<file path="src/rtl/hazard_ctrl_pkg.sv">
// hazard_ctrl_pkg: register-index width, divide FSM encodings and shared helpers
package hazard_ctrl_pkg;
  localparam int RFIDX_WIDTH = 5;
  localparam int DIV_CYCLES_DEF = 32;
  typedef enum logic [1:0] {DIV_IDLE = 2'd0, DIV_BUSY = 2'd1, DIV_DONE = 2'd2} div_state_e;
  function automatic logic src_hit(input logic [RFIDX_WIDTH-1:0] rd, input logic [RFIDX_WIDTH-1:0] rs);
    return rd != '0 && rd == rs;
  endfunction
endpackage

</file>
<file path="src/rtl/hazard_ctrl_div_timer.sv">
// div_timer: sequences the multi-cycle divide stall window and the result-valid pulse
module div_timer
  import hazard_ctrl_pkg::*;
#(
  parameter int DIV_CYCLES = DIV_CYCLES_DEF
) (
  input  logic clk,
  input  logic reset,
  input  logic divE,
  output logic divstall,
  output logic divvalidE
);
  div_state_e r_state;
  logic [7:0] r_cnt;
  always_ff @(posedge clk) begin
    if (reset) begin
      r_state <= DIV_IDLE;
      r_cnt   <= '0;
    end else begin
      case (r_state)
        DIV_IDLE: if (divE) begin
          r_state <= DIV_BUSY;
          r_cnt   <= 8'(DIV_CYCLES - 1);
        end
        DIV_BUSY: if (r_cnt == 8'd0) r_state <= DIV_DONE;
                  else r_cnt <= r_cnt - 8'd1;
        default: r_state <= DIV_IDLE;
      endcase
    end
  end
  // DONE never restarts on divE, so a following divide waits one cycle for IDLE
  assign divstall  = !reset && ((r_state == DIV_IDLE && divE) || r_state == DIV_BUSY);
  assign divvalidE = !reset && r_state == DIV_DONE;
endmodule

</file>
<file path="src/rtl/hazard_ctrl.sv">
// hazard_ctrl: load-use stall, redirect flush and divide hold for the five-stage pipeline
module hazard_ctrl
  import hazard_ctrl_pkg::*;
#(
  parameter int DIV_CYCLES = DIV_CYCLES_DEF
) (
  input  logic                   clk,
  input  logic                   reset,
  input  logic [RFIDX_WIDTH-1:0] rs1D,
  input  logic [RFIDX_WIDTH-1:0] rs2D,
  input  logic [RFIDX_WIDTH-1:0] rdE,
  input  logic                   memtoregE,
  input  logic                   pcsrcE,
  input  logic                   divE,
  output logic                   stallF,
  output logic                   stallD,
  output logic                   stallE,
  output logic                   flushD,
  output logic                   flushE,
  output logic                   flushM,
  output logic                   divvalidE
);
  logic w_divstall, w_lwstall, w_run;
  div_timer #(.DIV_CYCLES(DIV_CYCLES)) u_div (
    .clk      (clk),
    .reset    (reset),
    .divE     (divE),
    .divstall (w_divstall),
    .divvalidE(divvalidE)
  );
  assign w_lwstall = memtoregE && (src_hit(rdE, rs1D) || src_hit(rdE, rs2D));
  assign w_run     = !reset && !w_divstall;
  // a redirect kills the wrong-path D instruction, so its load-use stall is moot
  assign stallF = w_divstall || (w_run && !pcsrcE && w_lwstall);
  assign stallD = stallF;
  assign stallE = w_divstall;
  assign flushD = w_run && pcsrcE;
  assign flushE = w_run && (pcsrcE || w_lwstall);
  assign flushM = w_divstall;
endmodule

</file>
<file path="config.mk">
export PLATFORM = sky130hd
export DESIGN_NAME = hazard_ctrl
export DESIGN_NICKNAME = d
export VERILOG_FILES = /design/src/rtl/hazard_ctrl_pkg.sv /design/src/rtl/hazard_ctrl_div_timer.sv /design/src/rtl/hazard_ctrl.sv
export SDC_FILE = /design/constraint.sdc
export NUM_CORES = 1
export LEC_CHECK = 0
export CORE_ASPECT_RATIO = 1.1
export CORE_MARGIN = 2
export CORE_UTILIZATION = 46
export DETAILED_ROUTE_END_ITERATION = 8
export PLACE_DENSITY_LB_ADDON = 0.05
export SLEW_MARGIN = 30
export SYNTH_ARGS = -nofsm -noshare
export SYNTH_HDL_FRONTEND = slang
export SYNTH_SLANG_ARGS = --single-unit
</file>
<file path="constraint.sdc">
create_clock -name clk -period 2.8 [get_ports clk]
set_input_delay 0.42 -clock clk [delete_from_list [all_inputs] [get_ports clk]]
set_output_delay 0.42 -clock clk [all_outputs]
set_load 0.005 [all_outputs]
</file>
Yosys cells after proc, flatten, opt, wreduce, memory -nomap -nowiden
Cells that the tools add are included.
{ "totals": {"ff_bits": 10, "input_bits": 20, "out_inout_bits": 7, "elab_cells": 40} }
{ "classes": {"addsub": 1, "n_eq_ne": 7, "muxes": 6, "reduce_logical": 24} }
{ "ops": {"columns": ["op", "n"], "rows": [
  ["$mux 8", 2],
  ["$pmux 8 s2", 1],
  ["$logic_and 1x1->1", 11],
  ["$eq 5x5->1", 2],
  ["$logic_not 8->1", 1],
  ["$sub 8x1->8 const B", 1],
  ["$reduce_bool 5->1", 1],
  ["$logic_or 1x1->1", 4],
  ["$mux 2", 2],
  ["$ne 2x2->1 const B", 2],
  ["$pmux 2 s2", 1],
  ["$logic_not 1->1", 3],
  ["$reduce_and 3->1", 1],
  ["$eq 2x1->1 const B", 1],
  ["$eq 2x2->1 const B", 1],
  ["$logic_not 2->1", 1],
  ["$ne 2x1->1 const B", 1],
  ["$reduce_and 2->1", 1],
  ["$reduce_bool 2->1", 1]
]} }

Longest topological paths before layout
{ "logic_depth": {"depth_word": 9, "ltp_mapped": 6, "mapped_depth_nobuf": 6} }

Modules after synthesis
A second synthesis with hierarchy kept.
{ "unflattened": {"hier_cells": 83, "hier_area_um2": 718.2} }
{ "by_module_without_submodules": {"columns": ["module", "n_inst", "cells_each", "area_per_inst_um2", "seq_area_each_um2"], "rows": [
  ["div_timer", 1, 58, 535.5, 200.2],
  ["hazard_ctrl", 1, 25, 182.7, 0.0]
]} }

Worst setup path before layout
OpenSTA, ideal clock, no wires.
{ "synth_path": {"kind": "input to output", "from": "input rdE[1]", "to": "output stallF", "arrival_ns": 1.379, "t_required_ns": 2.380, "path_slack_ns": 1.001, "cell_stages": 5, "n_path_buf": 1, "cell_sequence": "or4_1 > o21ai_1 > or3_1 > o21bai_1 > buf_4"} }
{ "synth_via": {"elab_chain_len": 6, "word_cells_on_any_way": 9, "classes_between": "eq/ne: 2; reduce/logical: 7"} }
{ "synth_rtl": {"columns": ["item", "line", "text"], "rows": [
  ["from (decl)", "hazard_ctrl.sv:11", "input logic [RFIDX_WIDTH-1:0] rdE,"],
  ["$eq 5x5->1 / $reduce_bool 5->1 (equally long branches)", "hazard_ctrl_pkg.sv:7", "return rd != '0 && rd == rs;"],
  ["$logic_and 1x1->1", "hazard_ctrl_pkg.sv:7", null],
  ["$logic_or 1x1->1 *", "hazard_ctrl.sv:31", "assign w_lwstall = memtoregE && (src_hit(rdE, rs1D) || src_hit(rdE, rs2D));"],
  ["$logic_and 1x1->1 *", "hazard_ctrl.sv:31", null],
  ["$logic_and 1x1->1 *", "hazard_ctrl.sv:34", "assign stallF = w_divstall || (w_run && !pcsrcE && w_lwstall);"],
  ["$logic_or 1x1->1 *", "hazard_ctrl.sv:34", null],
  ["to (decl)", "hazard_ctrl.sv:15", "output logic stallF,"]
]} }
Every way passes the cells marked *; elsewhere a longest branch is shown, timed or not.

Worst setup path after layout
{ "layout_path": {"from": "input rdE[1]", "to": "output stallD"} }
{ "layout_via": {"elab_chain_len": 6, "word_cells_on_any_way": 9, "classes_between": "eq/ne: 2; reduce/logical: 7"} }
{ "layout_rtl": {"columns": ["item", "line", "text"], "rows": [
  ["$eq 5x5->1 / $reduce_bool 5->1 (equally long branches)", "hazard_ctrl_pkg.sv:7", null],
  ["$logic_and 1x1->1", "hazard_ctrl_pkg.sv:7", null],
  ["$logic_or 1x1->1 *", "hazard_ctrl.sv:31", null],
  ["$logic_and 1x1->1 *", "hazard_ctrl.sv:31", null],
  ["$logic_and 1x1->1 *", "hazard_ctrl.sv:34", null],
  ["$logic_or 1x1->1 *", "hazard_ctrl.sv:34", null],
  ["to (decl)", "hazard_ctrl.sv:16", "output logic stallD,"]
]} }
Marks and branches as above.

==> run metrics <==
status finished clean; Crit Path Max Fanout 3; RSZ-0062 raised after global routing no; NumNets Final 135; relative slew slack 67.2%; ys flop type dfxtp_1; CTS tree built; clock skew 0.00168 ns; cell taking the most area after synthesis dfxtp_1; Worst EP required 2.38 ns; P_sw 154 uW; layout cells sized above 1 11.6%; fmax 375 MHz; Num CTS Buffers 3; Clock power frac 27.9%; Yosys top cell area share 26.8%; ys async rst share 0%; Sequential Power Share 36.3%; final hold viol count 0; fin. max-slew vios 0; top cells by area, synth dfxtp_1, xor2_1, nor3_1, nor2_1, a2111oi_4; Rows 15; crit start category primary input; synthesis-to-layout area growth 40.6%; DR DRC count 0; Avg WL per Cell 12.1 um; sequential share of the synthesized area 26.8%; reg2reg path depth 6; Worst Tran Pin Value 0.490 ns; Finish-stage setup viols 0; min cycle time layout 2.66 ns; Max Root-Sink Buffers 2; Netlist cell types 33; Synth Register Bits 10; Post-CTS Setup Bufs 0; Post-Syn Nets 107; post-layout util 68.1%; vias in the first global route 627; dpl hpwl 1300 um; Die W 42.4 um; Gate Count Post-Synth 85; max-cap viol count 0; Peak VDD IR 0.000310 V; Power Density 461 mW/mm2; Core Area 0.00154 mm2; Setup CP Type primary input to primary output; routed wire length 1560 um; die height 46.2 um; Overall Power 484 uW; internal power 329 uW; Skew-Pair Late Insertion Delay 0.27 ns; fin crit share 95.2%; crit path DAT 2.24 ns; number of flops mapped to enable cells by yosys 0; drt pass-1 iters 4; Synthesis Warnings 0; setup_tns 0 ns; final std cells w/o fill 129; logic gate share of total power 35.8%; vias per inst 5.26; vias 678; port buffer count 26; full die area 0.00196 mm2; dpl cells 125; Post-Syn Area 746 um2; most frequent cells after synthesis dfxtp_1, xor2_1, nor3_1; post-cts resize count 0; initial antenna violation count 0; CTS HTree Levels 1; syn avg cell area 8.77 um2; gr usage total 18.5%; root buf cell clkbuf_4; # diodes 0; initial DRC count 4; starting density of the core 48.5%; Clock Sinks 10; Final GP Congestion 0.772; hold buffer count at CTS 0; switching share of power 31.9%; grt total ovfl 0; Pleak 0.000376 uW; largest net degree at the start of global routing 10; Hold Path Stages 1; Final ANT Viol Nets 0; Clock transition at path regs 0.07 ns; first-pass GRT wire length 2570 um; hold crit path type register to register; Setup crit end kind primary output; # IOs 27
-- power groups by stage --
| stage | clock network, uW | registers [uW] | logic (uW) |
|---|---|---|---|
| 2_1_floorplan | 0 | 175 | 115 |
| 3_3_place_gp | 0 | 178 | 172 |
| 3_5_place_dp | 0 | 179 | 173 |
| 4_1_cts | 137 | 175 | 174 |
| 5_1_grt | 143 | 179 | 189 |
| 6_report | 135 | 175 | 173 |
-- registers in the layout, indices dropped and copies added, names as in the netlist --
register,count
u_div.r_state,2
u_div.r_cnt,8
-- critical path: stages --
cell and delay [ns]:
clkdlybuf4s50_1 0.46, or4_1 0.54, o21ai_1 0.15, or3_1 0.13, o21bai_1 0.08, clkdlybuf4s50_1 0.47
-- placed cells by master, fill, tap and decap left out, types with 3 or more instances in the layout --
| cell type | netlist | layout |
|---|---|---|
| a211oi_1 | 3 | 3 |
| a21oi_1 | 5 | 5 |
| clkbuf_4 | 0 | 3 |
| clkdlybuf4s50_1 | 0 | 26 |
| dfxtp_1 | 10 | 10 |
| inv_1 | 3 | 3 |
| nor2_1 | 8 | 8 |
| nor3_1 | 9 | 9 |
| xnor2_1 | 3 | 3 |
| xor2_1 | 10 | 10 |
-- layout make-up --
class,instances,area (um2)
Multi-Input combinational cell,68,512
Tap cell,17,21.3
Inverter,3,11.3
Sequential cell,10,200
Timing Repair Buffer,27,268
Clock buffer,4,36.3
Fill cell,142,490
-- metrics by stage --
| stage | hold slack, ns | instance area, um2 | setup slack, ns |
|---|---|---|---|
| global route | 0.550 | 1050 | 0.0615 |
| detailed placement | 0.501 | 1010 | 0.138 |
| global placement | 0.496 | 1010 | 0.196 |
| CTS | 0.512 | 1050 | 0.141 |
| floorplan | 0.468 | 746 | 1.00 |
| finish | 0.520 | 1050 | 0.135 |
-- metal layers --
metal / GRT usage, % / vias to the layer above / wire, um / share of wire [%]
met5: 0 / - / 0 / 0
met4: 11.3 / 0 / 36 / 2.3
met3: 6.27 / 4 / 73 / 4.7
met2: 33.5 / 15 / 780 / 50
met1: 18.6 / 304 / 664 / 43
li1: - / 355 / - / -
-- path summary, 6_finish.rpt --
kind                               start                     endpoint  slack (ns)
max                               rdE[1]                       stallD        0.14
min          u_div.r_cnt[0]$_SDFFE_PP0P_  u_div.r_cnt[0]$_SDFFE_PP0P_        0.52
max reg2reg  u_div.r_cnt[0]$_SDFFE_PP0P_  u_div.r_cnt[7]$_SDFFE_PP0P_        1.02
min reg2reg  u_div.r_cnt[0]$_SDFFE_PP0P_  u_div.r_cnt[0]$_SDFFE_PP0P_        0.52
-- logic make-up after synthesis --
logic type | share of synthesized area [%]
and+or+nand+nor | 29.5
adders and majority gates | 3.36
AOI/OAI and AO/OA | 17.6
xor gates and xnor gates | 15.3
muxes | 2.85
DFF | 26.8
buffers and inverters | 4.53
No activity file was read; power rests on OpenSTA's default activity.
